===== config.mk =====
export PLATFORM = sky130hd
export DESIGN_NAME = dmem_arbiter_flat
export DESIGN_NICKNAME = d
export VERILOG_FILES = /design/src/rtl/dmem_arbiter_pkg.sv /design/src/rtl/dmem_arbiter_if.sv /design/src/rtl/dmem_arbiter_rr_pick.sv /design/src/rtl/dmem_arbiter.sv /design/src/flat_wrapper.sv
export SDC_FILE = /design/constraint.sdc
export NUM_CORES = 1
export LEC_CHECK = 0
export ABC_AREA = 1
export CAP_MARGIN = 10
export CORE_UTILIZATION = 41
export CTS_CLUSTER_SIZE = 14
export DETAILED_ROUTE_END_ITERATION = 7
export PLACE_DENSITY = 0.82
export REMOVE_ABC_BUFFERS = 1
export SYNTH_ARGS = -nofsm -noshare
export SYNTH_HDL_FRONTEND = slang
export SYNTH_HIERARCHICAL = 1
export SYNTH_SLANG_ARGS = --single-unit

===== constraint.sdc =====
create_clock -name clock -period 2.44 [get_ports clock]
set_clock_uncertainty 0.1 [all_clocks]
set_input_delay 0.366 -clock clock [delete_from_list [all_inputs] [get_ports clock]]
set_output_delay 0.366 -clock clock [all_outputs]
set_load 0.02 [all_outputs]

===== src/rtl/dmem_arbiter_pkg.sv =====
// Shared definitions for the data-memory arbiter: FSM state encoding and
// an elaboration-time ceiling-log2 helper.
package dmem_arbiter_pkg;

   typedef enum logic [1:0] {
      ST_IDLE    = 2'd0,
      ST_ISSUE   = 2'd1,
      ST_CAPTURE = 2'd2,
      ST_RESP    = 2'd3
   } state_e;

   localparam logic [1:0] STATE_IDLE    = 2'd0;
   localparam logic [1:0] STATE_ISSUE   = 2'd1;
   localparam logic [1:0] STATE_CAPTURE = 2'd2;
   localparam logic [1:0] STATE_RESP    = 2'd3;

   function automatic int clog2(input int value);
      int r;
      r = 0;
      while ((32'sd1 << r) < value) begin
         r = r + 1;
      end
      return r;
   endfunction

endpackage


===== src/rtl/dmem_arbiter_if.sv =====
// Core-side and memory-side bus of the data-memory arbiter. The arbiter
// uses the slave view; cores plus memory (or a bench) use the master view.
interface dmem_arbiter_if #(
   parameter int NUM_CORES = 4,
   parameter int DATA_W    = 12,
   parameter int ADDR_W    = 12
);
   logic [NUM_CORES-1:0]        core_req;
   logic [NUM_CORES-1:0]        core_wren;
   logic [NUM_CORES*ADDR_W-1:0] core_addr;
   logic [NUM_CORES*DATA_W-1:0] core_data;
   logic [NUM_CORES-1:0]        core_ack;
   logic [DATA_W-1:0]           core_rdata;
   logic                        busy;
   logic                        mem_wren;
   logic [ADDR_W-1:0]           mem_address;
   logic [DATA_W-1:0]           mem_data;
   logic [DATA_W-1:0]           mem_q;

   modport slave (
      input  core_req, core_wren, core_addr, core_data, mem_q,
      output core_ack, core_rdata, busy, mem_wren, mem_address, mem_data
   );

   modport master (
      output core_req, core_wren, core_addr, core_data, mem_q,
      input  core_ack, core_rdata, busy, mem_wren, mem_address, mem_data
   );
endinterface


===== src/rtl/dmem_arbiter_rr_pick.sv =====
// Combinational round-robin picker: first requester at or above ptr,
// wrapping modulo NUM_CORES.
module dmem_arbiter_rr_pick #(
   parameter int NUM_CORES = 4,
   parameter int IDX_W     = 2
) (
   input  logic [NUM_CORES-1:0] req,
   input  logic [IDX_W-1:0]     ptr,
   output logic                 valid,
   output logic [IDX_W-1:0]     idx
);

   logic [IDX_W:0]   sum_s;
   logic [IDX_W-1:0] cand_s;

   // Scan from the farthest offset back toward ptr so the nearest requester wins.
   always_comb begin
      valid  = |req;
      idx    = {IDX_W{1'b0}};
      sum_s  = {(IDX_W+1){1'b0}};
      cand_s = {IDX_W{1'b0}};
      for (int off = NUM_CORES - 1; off >= 0; off--) begin
         sum_s = {1'b0, ptr} + (IDX_W+1)'(off);
         if (sum_s >= (IDX_W+1)'(NUM_CORES)) begin
            cand_s = IDX_W'(sum_s - (IDX_W+1)'(NUM_CORES));
         end else begin
            cand_s = sum_s[IDX_W-1:0];
         end
         idx = req[cand_s] ? cand_s : idx;
      end
   end

endmodule


===== src/rtl/dmem_arbiter.sv =====
// Round-robin arbiter sharing one registered-read data memory among
// NUM_CORES cores; one access per IDLE/ISSUE/CAPTURE/RESP pass.
module dmem_arbiter
   import dmem_arbiter_pkg::*;
#(
   parameter int NUM_CORES = 4,
   parameter int DATA_W    = 12,
   parameter int ADDR_W    = 12
) (
   input  logic          clock,
   input  logic          reset,
   dmem_arbiter_if.slave bus
);

   localparam int IDX_W = clog2(NUM_CORES);

   state_e               state_r, state_nxt_s;
   logic [IDX_W-1:0]     rr_ptr_r, rr_ptr_nxt_s;
   logic [IDX_W-1:0]     idx_r, idx_nxt_s;
   logic [IDX_W-1:0]     pick_idx_s;
   logic                 pick_valid_s;
   logic                 mem_wren_r, mem_wren_nxt_s;
   logic [ADDR_W-1:0]    mem_address_r, mem_address_nxt_s;
   logic [DATA_W-1:0]    mem_data_r, mem_data_nxt_s;
   logic [DATA_W-1:0]    core_rdata_r, core_rdata_nxt_s;
   logic [NUM_CORES-1:0] core_ack_r, core_ack_nxt_s;
   logic                 busy_r, busy_nxt_s;
   logic [ADDR_W-1:0]    addr_arr_s [NUM_CORES];
   logic [DATA_W-1:0]    data_arr_s [NUM_CORES];

   for (genvar g = 0; g < NUM_CORES; g++) begin : g_split
      assign addr_arr_s[g] = bus.core_addr[g*ADDR_W +: ADDR_W];
      assign data_arr_s[g] = bus.core_data[g*DATA_W +: DATA_W];
   end

   dmem_arbiter_rr_pick #(
      .NUM_CORES (NUM_CORES),
      .IDX_W     (IDX_W)
   ) u_rr_pick (
      .req   (bus.core_req),
      .ptr   (rr_ptr_r),
      .valid (pick_valid_s),
      .idx   (pick_idx_s)
   );

   // Next-state and next-output decode; mem_wren is only ever high in ISSUE.
   always_comb begin
      state_nxt_s       = state_r;
      rr_ptr_nxt_s      = rr_ptr_r;
      idx_nxt_s         = idx_r;
      mem_wren_nxt_s    = 1'b0;
      mem_address_nxt_s = mem_address_r;
      mem_data_nxt_s    = mem_data_r;
      core_rdata_nxt_s  = core_rdata_r;
      core_ack_nxt_s    = {NUM_CORES{1'b0}};
      case (state_r)
         ST_IDLE: begin
            if (pick_valid_s) begin
               state_nxt_s       = ST_ISSUE;
               idx_nxt_s         = pick_idx_s;
               mem_wren_nxt_s    = bus.core_wren[pick_idx_s];
               mem_address_nxt_s = addr_arr_s[pick_idx_s];
               mem_data_nxt_s    = data_arr_s[pick_idx_s];
            end else begin
               state_nxt_s = ST_IDLE;
            end
         end
         ST_ISSUE: begin
            state_nxt_s = ST_CAPTURE;
         end
         ST_CAPTURE: begin
            state_nxt_s      = ST_RESP;
            core_rdata_nxt_s = bus.mem_q;
            core_ack_nxt_s   = {{(NUM_CORES-1){1'b0}}, 1'b1} << idx_r;
            if (idx_r == IDX_W'(NUM_CORES - 1)) begin
               rr_ptr_nxt_s = {IDX_W{1'b0}};
            end else begin
               rr_ptr_nxt_s = idx_r + IDX_W'(1);
            end
         end
         ST_RESP: begin
            state_nxt_s = ST_IDLE;
         end
         default: begin
            state_nxt_s = ST_IDLE;
         end
      endcase
      busy_nxt_s = (state_nxt_s != ST_IDLE);
   end

   // State and output registers; reset also kills an in-flight write strobe.
   always_ff @(posedge clock or posedge reset) begin
      if (reset) begin
         state_r       <= ST_IDLE;
         rr_ptr_r      <= {IDX_W{1'b0}};
         idx_r         <= {IDX_W{1'b0}};
         mem_wren_r    <= 1'b0;
         mem_address_r <= {ADDR_W{1'b0}};
         mem_data_r    <= {DATA_W{1'b0}};
         core_rdata_r  <= {DATA_W{1'b0}};
         core_ack_r    <= {NUM_CORES{1'b0}};
         busy_r        <= 1'b0;
      end else begin
         state_r       <= state_nxt_s;
         rr_ptr_r      <= rr_ptr_nxt_s;
         idx_r         <= idx_nxt_s;
         mem_wren_r    <= mem_wren_nxt_s;
         mem_address_r <= mem_address_nxt_s;
         mem_data_r    <= mem_data_nxt_s;
         core_rdata_r  <= core_rdata_nxt_s;
         core_ack_r    <= core_ack_nxt_s;
         busy_r        <= busy_nxt_s;
      end
   end

   assign bus.core_ack    = core_ack_r;
   assign bus.core_rdata  = core_rdata_r;
   assign bus.busy        = busy_r;
   assign bus.mem_wren    = mem_wren_r;
   assign bus.mem_address = mem_address_r;
   assign bus.mem_data    = mem_data_r;

endmodule


===== src/flat_wrapper.sv =====
// flat-port wrapper written by rule: the top's interface ports become plain ports
module dmem_arbiter_flat import dmem_arbiter_pkg::*;
#(
   parameter int NUM_CORES = 4,
   parameter int DATA_W    = 12,
   parameter int ADDR_W    = 12
)
  (clock, reset, bus_core_req, bus_core_wren, bus_core_addr, bus_core_data, bus_mem_q, bus_core_ack, bus_core_rdata, bus_busy, bus_mem_wren, bus_mem_address, bus_mem_data);
  dmem_arbiter_if #(.NUM_CORES(NUM_CORES), .DATA_W(DATA_W), .ADDR_W(ADDR_W)) bus_i ();
  input  logic clock;
  input  logic reset;
  input wire logic [$bits(bus_i.core_req)-1:0] bus_core_req;
  input wire logic [$bits(bus_i.core_wren)-1:0] bus_core_wren;
  input wire logic [$bits(bus_i.core_addr)-1:0] bus_core_addr;
  input wire logic [$bits(bus_i.core_data)-1:0] bus_core_data;
  input wire logic [$bits(bus_i.mem_q)-1:0] bus_mem_q;
  output wire logic [$bits(bus_i.core_ack)-1:0] bus_core_ack;
  output wire logic [$bits(bus_i.core_rdata)-1:0] bus_core_rdata;
  output wire logic [$bits(bus_i.busy)-1:0] bus_busy;
  output wire logic [$bits(bus_i.mem_wren)-1:0] bus_mem_wren;
  output wire logic [$bits(bus_i.mem_address)-1:0] bus_mem_address;
  output wire logic [$bits(bus_i.mem_data)-1:0] bus_mem_data;
  assign bus_i.core_req = bus_core_req;
  assign bus_i.core_wren = bus_core_wren;
  assign bus_i.core_addr = bus_core_addr;
  assign bus_i.core_data = bus_core_data;
  assign bus_i.mem_q = bus_mem_q;
  assign bus_core_ack = bus_i.core_ack;
  assign bus_core_rdata = bus_i.core_rdata;
  assign bus_busy = bus_i.busy;
  assign bus_mem_wren = bus_i.mem_wren;
  assign bus_mem_address = bus_i.mem_address;
  assign bus_mem_data = bus_i.mem_data;
  dmem_arbiter #(.NUM_CORES(NUM_CORES), .DATA_W(DATA_W), .ADDR_W(ADDR_W)) u_core (.clock(clock), .reset(reset), .bus(bus_i));
endmodule

Yosys cells after proc, flatten, opt, wreduce, memory -nomap -nowiden --
Index checks and enable logic that the tools add are counted.
Storage, ports and cells: flip-flop bits (word level) 48, word-level logic and storage cells 67, output and inout port bits 42
Operators by class: reduce and logical (&&, ||, !) cells 4, multiplexer cells 30, shift-type cells 1, magnitude comparators 10, $add $sub $neg 8, bitwise operators 1, eq/ne operators 4
Operator list (number):
- binary-select mux 12 bit (select 2 bit) | 2
- 2-to-1 mux 12 bit | 4
- 2-to-1 mux 2 bit | 9
- less-than comparator 2 x 3 -> 1 bit, second input constant | 5
- >= comparator 3 bit, second input constant | 4
- binary-select mux 1 bit (select 2 bit) | 5
- 2-to-1 mux 1 bit | 8
- one-hot mux 2 bit (4 select lines) | 1
- subtractor 2 x 1 -> 2 bit, second input constant | 4
- adder 2 x 2 -> 3 bit, second input constant | 2
- equality test 2 bit, second input constant | 3
- 2-to-1 mux 4 bit | 1
- OR reduction 4 bit | 1
- << shifter 1 x 2 -> 4 bit, first input constant | 1
- adder 2 x 1 -> 3 bit, second input constant | 1
- >= comparator 2 x 3 -> 1 bit, second input constant | 1
- NOT 2 -> 3 bit | 1
- adder 2 x 1 -> 2 bit, second input constant | 1
- equality test 2 x 1 -> 1 bit, second input constant | 1
- logical NOT 2 bit | 1
- AND reduction 2 bit | 1
- nonzero test 2 bit | 1

Depth between registers and ports, before layout --
Gate-level depths: netlist of run 1.
word-level depth 13, gate-level depth with buffers 18, gate-level depth less buffers 16

By module --
Netlist of run 1, hierarchy kept.
By module, submodules not included:
- dmem_arbiter | area an instance 2944.1 sq um, seq. area each 1201.2 sq um, cells each 451, times used 1
- dmem_arbiter_rr_pick | area an instance 188.9 sq um, seq. area each 0.0 sq um, cells each 46, times used 1

Worst setup path after synthesis of run 1 --
Ideal clock, no wire load.
path type flip-flop to flip-flop, start reg u_core.rr_ptr_r[0], end reg u_core.mem_wren_r (netlist: u_core/bus.mem_wren), cell stages (with the launch flop) 16, path buffers 2, setup slack 637 ps, data arrival time 1582 ps, clock period less this slack 1803 ps, cells stage by stage dfrtp_1 -> inv_2 -> nand2_1 -> nand2_1 -> nand2_2 -> nand2_1 -> nand2_1 -> nand2_1 -> nand2_1 -> nand2_1 -> inv_1 -> buf_6 -> buf_6 -> or2_0 -> o21ai_1 -> o21ai_1
Between the ends: longest elaborated chain between the ends 13
Ends and longest elaborated chain:
- start, declared | line dmem_arbiter.sv:18 | logic [IDX_W-1:0] rr_ptr_r, rr_ptr_nxt_s;
- start signal, assigned | line dmem_arbiter.sv:95 | rr_ptr_r <= {IDX_W{1'b0}};
- start signal, assigned | line dmem_arbiter.sv:105 | rr_ptr_r <= rr_ptr_nxt_s;
- adder 2 x 2 -> 3 bit | line dmem_arbiter_rr_pick.sv:23 | sum_s = {1'b0, ptr} + (IDX_W+1)'(off);
- >= comparator 3 bit / subtractor 2 x 1 -> 2 bit (equally long branches) | line dmem_arbiter_rr_pick.sv:24, dmem_arbiter_rr_pick.sv:25
- 2-to-1 mux 2 bit | line dmem_arbiter_rr_pick.sv:24 | if (sum_s >= (IDX_W+1)'(NUM_CORES)) begin
- binary-select mux 1 bit (select 2 bit) | line dmem_arbiter_rr_pick.sv:29 | idx = req[cand_s] ? cand_s : idx;
- 2-to-1 mux 1 bit (implied by the code) | line dmem_arbiter_rr_pick.sv:29
- 2-to-1 mux 2 bit (3 in a row) | line dmem_arbiter_rr_pick.sv:29
- 2-to-1 mux 2 bit * | line dmem_arbiter_rr_pick.sv:29
- via u_core.pick_idx_s[0] | line dmem_arbiter.sv:20 | logic [IDX_W-1:0] pick_idx_s;
- binary-select mux 1 bit (select 2 bit) * | line dmem_arbiter.sv:61 | mem_wren_nxt_s = bus.core_wren[pick_idx_s];
- 2-to-1 mux 1 bit (implied by the code) * | line dmem_arbiter.sv:61
- 2-to-1 mux 1 bit * | line dmem_arbiter.sv:58 | if (pick_valid_s) begin
- 2-to-1 mux 1 bit * | line dmem_arbiter.sv:56 | case (state_r)
- via u_core.mem_wren_nxt_s | line dmem_arbiter.sv:22 | logic mem_wren_r, mem_wren_nxt_s;
- end signal, assigned | line dmem_arbiter.sv:107 | mem_wren_r <= mem_wren_nxt_s;
- end, declared | line dmem_arbiter.sv:22
Mark *: on every way through the listed nets, which the timed path passes. The rest lies on a longest branch. The select of a mux whose other input is x is not followed. A chain may end at the register's enable or synchronous reset.

Final worst setup path of run 1 --
start reg u_core.rr_ptr_r[0], end reg u_core.mem_data_r[1] (netlist: u_core/bus.mem_data[1])
Between the ends: longest elaborated chain between the ends 13
Ends and longest elaborated chain:
- adder 2 x 2 -> 3 bit | line dmem_arbiter_rr_pick.sv:23
- >= comparator 3 bit / subtractor 2 x 1 -> 2 bit (equally long branches) | line dmem_arbiter_rr_pick.sv:24, dmem_arbiter_rr_pick.sv:25
- 2-to-1 mux 2 bit | line dmem_arbiter_rr_pick.sv:24
- binary-select mux 1 bit (select 2 bit) | line dmem_arbiter_rr_pick.sv:29
- 2-to-1 mux 1 bit (implied by the code) | line dmem_arbiter_rr_pick.sv:29
- 2-to-1 mux 2 bit (3 in a row) | line dmem_arbiter_rr_pick.sv:29
- 2-to-1 mux 2 bit * | line dmem_arbiter_rr_pick.sv:29
- via u_core.pick_idx_s[0] | line dmem_arbiter.sv:20
- NOT 2 -> 3 bit (implied by the code) * | line dmem_arbiter.sv:63 | mem_data_nxt_s = data_arr_s[pick_idx_s];
- binary-select mux 12 bit (select 2 bit) * | line dmem_arbiter.sv:63
- 2-to-1 mux 12 bit (implied by the code) * (2 in a row) | line dmem_arbiter.sv:63
- end signal, assigned | line dmem_arbiter.sv:99 | mem_data_r <= {DATA_W{1'b0}};
- end signal, assigned | line dmem_arbiter.sv:109 | mem_data_r <= mem_data_nxt_s;
- end, declared | line dmem_arbiter.sv:24 | logic [DATA_W-1:0] mem_data_r, mem_data_nxt_s;
Marked as above.

==> results of run 1 <==
[worst min path at each step]
stage | endpoint | depth (start not counted)
6_report | u_core/bus.mem_address[4] | 2
5_1_grt | u_core/bus.mem_address[6] | 2
4_1_cts | u_core/bus.mem_address[6] | 2
3_5_place_dp | u_core/bus.core_rdata[9] | 2
3_3_place_gp | u_core/bus.core_rdata[2] | 2
2_1_floorplan | u_core/bus.core_rdata[0] | 2
[cell families after synthesis]
kind of cell / count (synthesis) / synth area share (%)
buffers and inverters: 104 / 15.6
AND/OR/NAND/NOR: 332 / 42.3
AO/OA/AOI/OAI: 7 / 1.36
adder cells (fa/ha/maj): 6 / 2.40
flip-flops: 48 / 38.3
[worst max-delay path: stages (launching register included)]
cell,delay [ns]
dfrtp_2,0.47
inv_2,0.14
nand2_1,0.08
nand2_1,0.09
nand2_1,0.06
nand2_1,0.09
nand2_1,0.09
nand2_1,0.07
nand2_1,0.04
nand2_1,0.06
clkinv_1,0.17
inv_4,0.12
buf_4,0.24
nand2_1,0.09
nand2_1,0.09
nand2_1,0.06
nand3_1,0.09
[registers in the layout, indices dropped and copies added, names as in the netlist]
| register | cells |
|---|---|
| u_core/bus.busy | 1 |
| u_core/bus.core_ack | 4 |
| u_core/bus.core_rdata | 12 |
| u_core/bus.mem_address | 12 |
| u_core/bus.mem_data | 12 |
| u_core/bus.mem_wren | 1 |
| u_core/idx_r | 2 |
| u_core/rr_ptr_r | 2 |
| u_core/state_r | 2 |
[cell usage after synthesis, types with 2 or more instances]
cell type,number
o21ai_0,2
inv_1,78
nand2_2,2
inv_2,2
buf_6,7
buf_4,9
nand2_1,277
o21ai_1,3
buf_2,6
ha_1,6
nor2_1,2
nand3_1,47
inv_4,2
dfrtp_1,48
[stage by stage]
stage	hold WS, ns	total power [µW]	std cells	setup slack [ns]	instance area [µm²]
4_1_cts	0.293	6670	752	0.242	4950
5_1_grt	0.321	7260	752	0.0152	4950
2_1_floorplan	0.383	4080	475	-0.121	2960
3_3_place_gp	0.352	5730	744	0.136	4790
3_5_place_dp	0.358	5870	744	0.00233	4790
6_report	0.282	6610	752	0.233	4950
[routing by layer]
metal	global-route usage, %	wire (µm)	share of wire, %
met2	40.2	4240	51
met3	4.25	548	6.6
met5	0	0	0
met1	24.8	3400	41
met4	5.77	121	1.5
[cell type report]
class                      instances  share of cell area [%]
clock buffer                       5                    1.39
clock inverter                     3                    1.82
inverter                          82                    6.32
multi-input combinational        345                    29.1
sequential                        48                    24.3
tap                               99                    2.50
timing repair buffer             170                    34.6
[power by group through the flow]
| stage | combinational, µW | sequential (µW) | clock, µW |
|---|---|---|---|
| after floorplan | 2300 | 1780 | 0 |
| after global placement | 4330 | 1400 | 0 |
| after detailed placement | 4460 | 1410 | 0 |
| after CTS | 4480 | 1400 | 795 |
| after global routing | 5010 | 1450 | 809 |
| final | 4450 | 1400 | 769 |
==> flow_summary.toml, run 1 <==
[power_and_ir_drop]
power_per_cell_area_nw_per_um2 = 1340
p_switching_uw = 3110
vdd_ir_drop_max_mv = 0.898
power_frac_seq_pct = 21.1
combPwrFrac_pct = 67.2
switching_share_pct = 47.0
p_int_uw = 3500
leakage_uw = 0.00270
clkPwrFrac_pct = 11.6

[floorplan]
num_rows = 31
fp.dieW_um = 89.4
die_h_um = 89.4
core_um2 = 7330
ios = 160
dieArea_um2 = 8000
start_util_pct = 42.7

[drt]
via_per_inst = 4.54
drt_iter0_drc = 150
ant_nets = 0
drc = 0
num_vias = 3411
routed_wl_mm = 8.31
firstDrtPassIters = 4
detail_route.wl_per_cell_um = 11.0

[worst_setup_path]
crit_arrival_ns = 2.34
r2r_slack_ns = 0.23
startpoint = "u_core/rr_ptr_r[0]"
r2r-start = "u_core/rr_ptr_r[0]"
reg2reg_to = "u_core/bus.mem_data[1]"
crit_end = "u_core/bus.mem_data[1]"
crit_required_ns = 2.57
reg2regPathDepth = 16
cp-start-kind = "flip-flop"
crit_fanout = 21
path_class = "reg -> reg"
crit_path_end_kind = "flip-flop"

[timing]
tightest_slew_ns = 0.458
fmaxAchievable_mhz = 453
maxSlewHeadroom_pct = 69.5
tns_ns = 0
rsz0062_at_grt = "no"
min_period_over_period_pct = 90.4
min_period_ns = 2.21
setup_violations = 0
slew_viol_final = 0
finalHoldViolCount = 0

[cells_and_area]
mostFrequentLayoutCells = "nand2_1 (277), clkdlybuf4s50_1 (159), inv_1 (76)"
nNetsFinal = 776
final_common_cell = "nand2_1"
drive_above_1_share_pct = 4.59
seqCellArea_um2 = 1200
area_growth_pct = 58.1
fill_cells = 616
final_util_pct = 67.6
multiInputGateArea_um2 = 1440
antenna_cells = 0

[synthesis]
syn_inst = 497
synth-seq-cells = 48
yosysUniqueCellTypes = 20
synth_top_area_cell = "dfrtp_1"
postSynthAreaPerCell_um2 = 6.30
synthArstFlopShare_pct = 100
synth_ff_type = "dfrtp_1"
yosys.area.top_type_share_pct = 38.3
netlist_area_um2 = 3130
ys_seq_area_share_pct = 38.3
yosys_warnings = 6
synth-edff-count = 0
ys_top_cells_by_area = "dfrtp_1 (38%), nand2_1 (33%), inv_1 (9.3%)"

[clock_network]
post_cts_resized = 0
clk_latency_ns = 0.30
cts_setup_buffers = 0
clkSinkCount = 48
cts-buffers-inserted = 5
cts.path.max_buffers = 2
cts_tree = "yes"
clockRootBuffer = "clkbuf_8"
ctsHoldBuffers = 0
cts-htree-levels = 2
clk_pin_slew_ns = 0.09

[job]
maxCapViolations = 0

[global_routing]
grt_max_degree = 45
grt_antenna_before_repair = 0
grt_pass1_vias = 3209
grt-ovfl-total = 0
grt_pass1_wl_mm = 13.4
grt_usage_pct = 21.4

[status]
outcome = "finished clean"

[min_path]
holdCritPathClass = "in -> async"

[placed_design]
gp_congestion = 0.777
dp_hpwl_mm = 6.50
io_buffers = 159
No activity file was read; power rests on OpenSTA's default activity.
==> run 2, diff against run 1 <==
Settings changed: HOLD_SLACK_MARGIN set to 0.05.
==> results of run 2 <==
Same layout as run 1: the final DEF is identical, and so are final timing and power.
==> run 3, diff against run 2 <==
Settings changed: CORE_UTILIZATION 41 to 44, PLACE_DENSITY 0.82 to 0.87.
Clock period 2.44 ns to 2.6 ns, I/O delays scaled along.
==> flow_summary.toml, run 3 (synthesis gave the netlist of run 1 again) <==
[global_routing]
grt_max_degree = 45
grt_pass1_vias = 3331
grt_pass1_wl_mm = 14.6
grt_antenna_before_repair = 0
grt_usage_pct = 24.4
grt-ovfl-total = 0

[clock_network]
cts-htree-levels = 2
clk_latency_ns = 0.30
clockRootBuffer = "clkbuf_8"
cts_setup_buffers = 0
ctsHoldBuffers = 0
cts.path.max_buffers = 2
cts_tree = "yes"
clk_pin_slew_ns = 0.09
cts-buffers-inserted = 5
clkSinkCount = 48
post_cts_resized = 0

[floorplan]
fp.dieW_um = 86.4
ios = 160
start_util_pct = 45.9
die_h_um = 86.4
core_um2 = 6830
num_rows = 30
dieArea_um2 = 7460

[status]
outcome = "finished clean"

[power_and_ir_drop]
combPwrFrac_pct = 68.9
switching_share_pct = 48.7
p_int_uw = 3110
vdd_ir_drop_max_mv = 0.766
finalPower_uw = 6070
power_per_cell_area_nw_per_um2 = 1240
power_frac_seq_pct = 21.9
clkPwrFrac_pct = 9.3
leakage_uw = 0.00269
p_switching_uw = 2960

[worst_setup_path]
crit_end = "u_core/bus.mem_data[9]"
path_class = "in -> reg"
crit_required_ns = 2.69
crit_path_end_kind = "flip-flop"
crit_fanout = 44
r2r_slack_ns = 0.42
reg2regPathDepth = 15
reg2reg_to = "u_core/bus.mem_data[9]"
cp-start-kind = "input port"
slowest_stage = "clkdlybuf4s50_1"
slowest_delay_ns = 0.47
path_cells = "clkdlybuf4s50_1 -> inv_1 -> nand2_1 -> nand3_1 -> nand2_1 -> nand2_1 -> nand3_1 -> nand2_1 -> inv_1 -> buf_12 -> nand2_1 -> nand3_1 -> nand2_1 -> nand2_1 -> nand2_1"
path_depth = 15
path_common_cell = "nand2_1"
crit_arrival_ns = 2.29
startpoint = "bus_core_req[3]"
critPathBufInv = 4
r2r-start = "u_core/rr_ptr_r[0]"
critPathTopFamily = "buffers and inverters"

[placed_design]
gp_congestion = 0.930
dp_hpwl_mm = 6.78
place_ws_ns = 0.180
place_area_um2 = 4780
placedCellCount = 741
io_buffers = 159

[drt]
via_per_inst = 4.67
detail_route.wl_per_cell_um = 11.7
firstDrtPassIters = 5
drt_iter0_drc = 253
drc = 0
routed_wl_mm = 8.77
num_vias = 3498
ant_nets = 0

[cells_and_area]
nNetsFinal = 776
stdcell_area_um2 = 4900
antenna_cells = 0
final_common_cell = "nand2_1"
drive_above_1_share_pct = 4.44
layout.cells.non_filler = 749
area_growth_pct = 56.3
mostFrequentLayoutCells = "nand2_1 (277), clkdlybuf4s50_1 (159), inv_1 (77)"

[timing]
tns_ns = 0
fmaxAchievable_mhz = 455
min_period_ns = 2.20
timing.final.ws_setup_ns = 0.404
rsz0062_at_grt = "no"
tightest_slew_ns = 0.555
setup_violations = 0
maxSlewHeadroom_pct = 62.9
slew_viol_final = 0
finalHoldViolCount = 0
min_period_over_period_pct = 84.5

[job]
maxCapViolations = 0

[min_path]
holdCritPathClass = "in -> async"
## run 3: area by class of cell
type                       instances  area, µm²
clock inverter                     2       38.8
sequential                        48       1200
fill                             569       1930
clock buffer                       6       82.6
timing repair buffer             170       1700
inverter                          82        313
multi-input combinational        345       1440
tap                               96        120
## run 3: power groups by stage
stage               clock network (µW)  registers (µW)  logic, µW
CTS                                578            1320       4210
finish                             563            1330       4180
global route                       612            1370       4620
detailed placement                   0            1330       4200
global placement                     0            1310       4060
floorplan                            0            1670       2160
## run 3: how the worst min path moves through the flow
stage	start	end	depth (start not counted)
finish	reset	u_core/bus.core_rdata[5]	2
global route	reset	u_core/bus.core_rdata[9]	2
global placement	u_core/bus.core_rdata[10]	u_core/bus.core_rdata[10]	2
floorplan	bus_mem_q[0]	u_core/bus.core_rdata[0]	2
detailed placement	u_core/bus.core_rdata[7]	u_core/bus.core_rdata[7]	2
CTS	reset	u_core/bus.core_rdata[9]	2
## run 3: routing by layer
metal / vias to the layer above / part of all wire (%) / wire, µm / track usage (%)
met1: 1569 / 41 / 3590 / 29.7
met5: - / 0 / 0 / 0
met4: 0 / 1.5 / 128 / 6.06
met3: 14 / 6.4 / 557 / 3.90
li1: 1766 / - / - / -
met2: 149 / 51 / 4490 / 44.9
## run 3: metrics by stage
step                utilization (%)  hold slack [ns]
detailed placement             69.9            0.359
global placement               69.9            0.353
finish                         71.7            0.351
floorplan                         -            0.407
CTS                            71.7            0.371
global route                   71.7            0.396
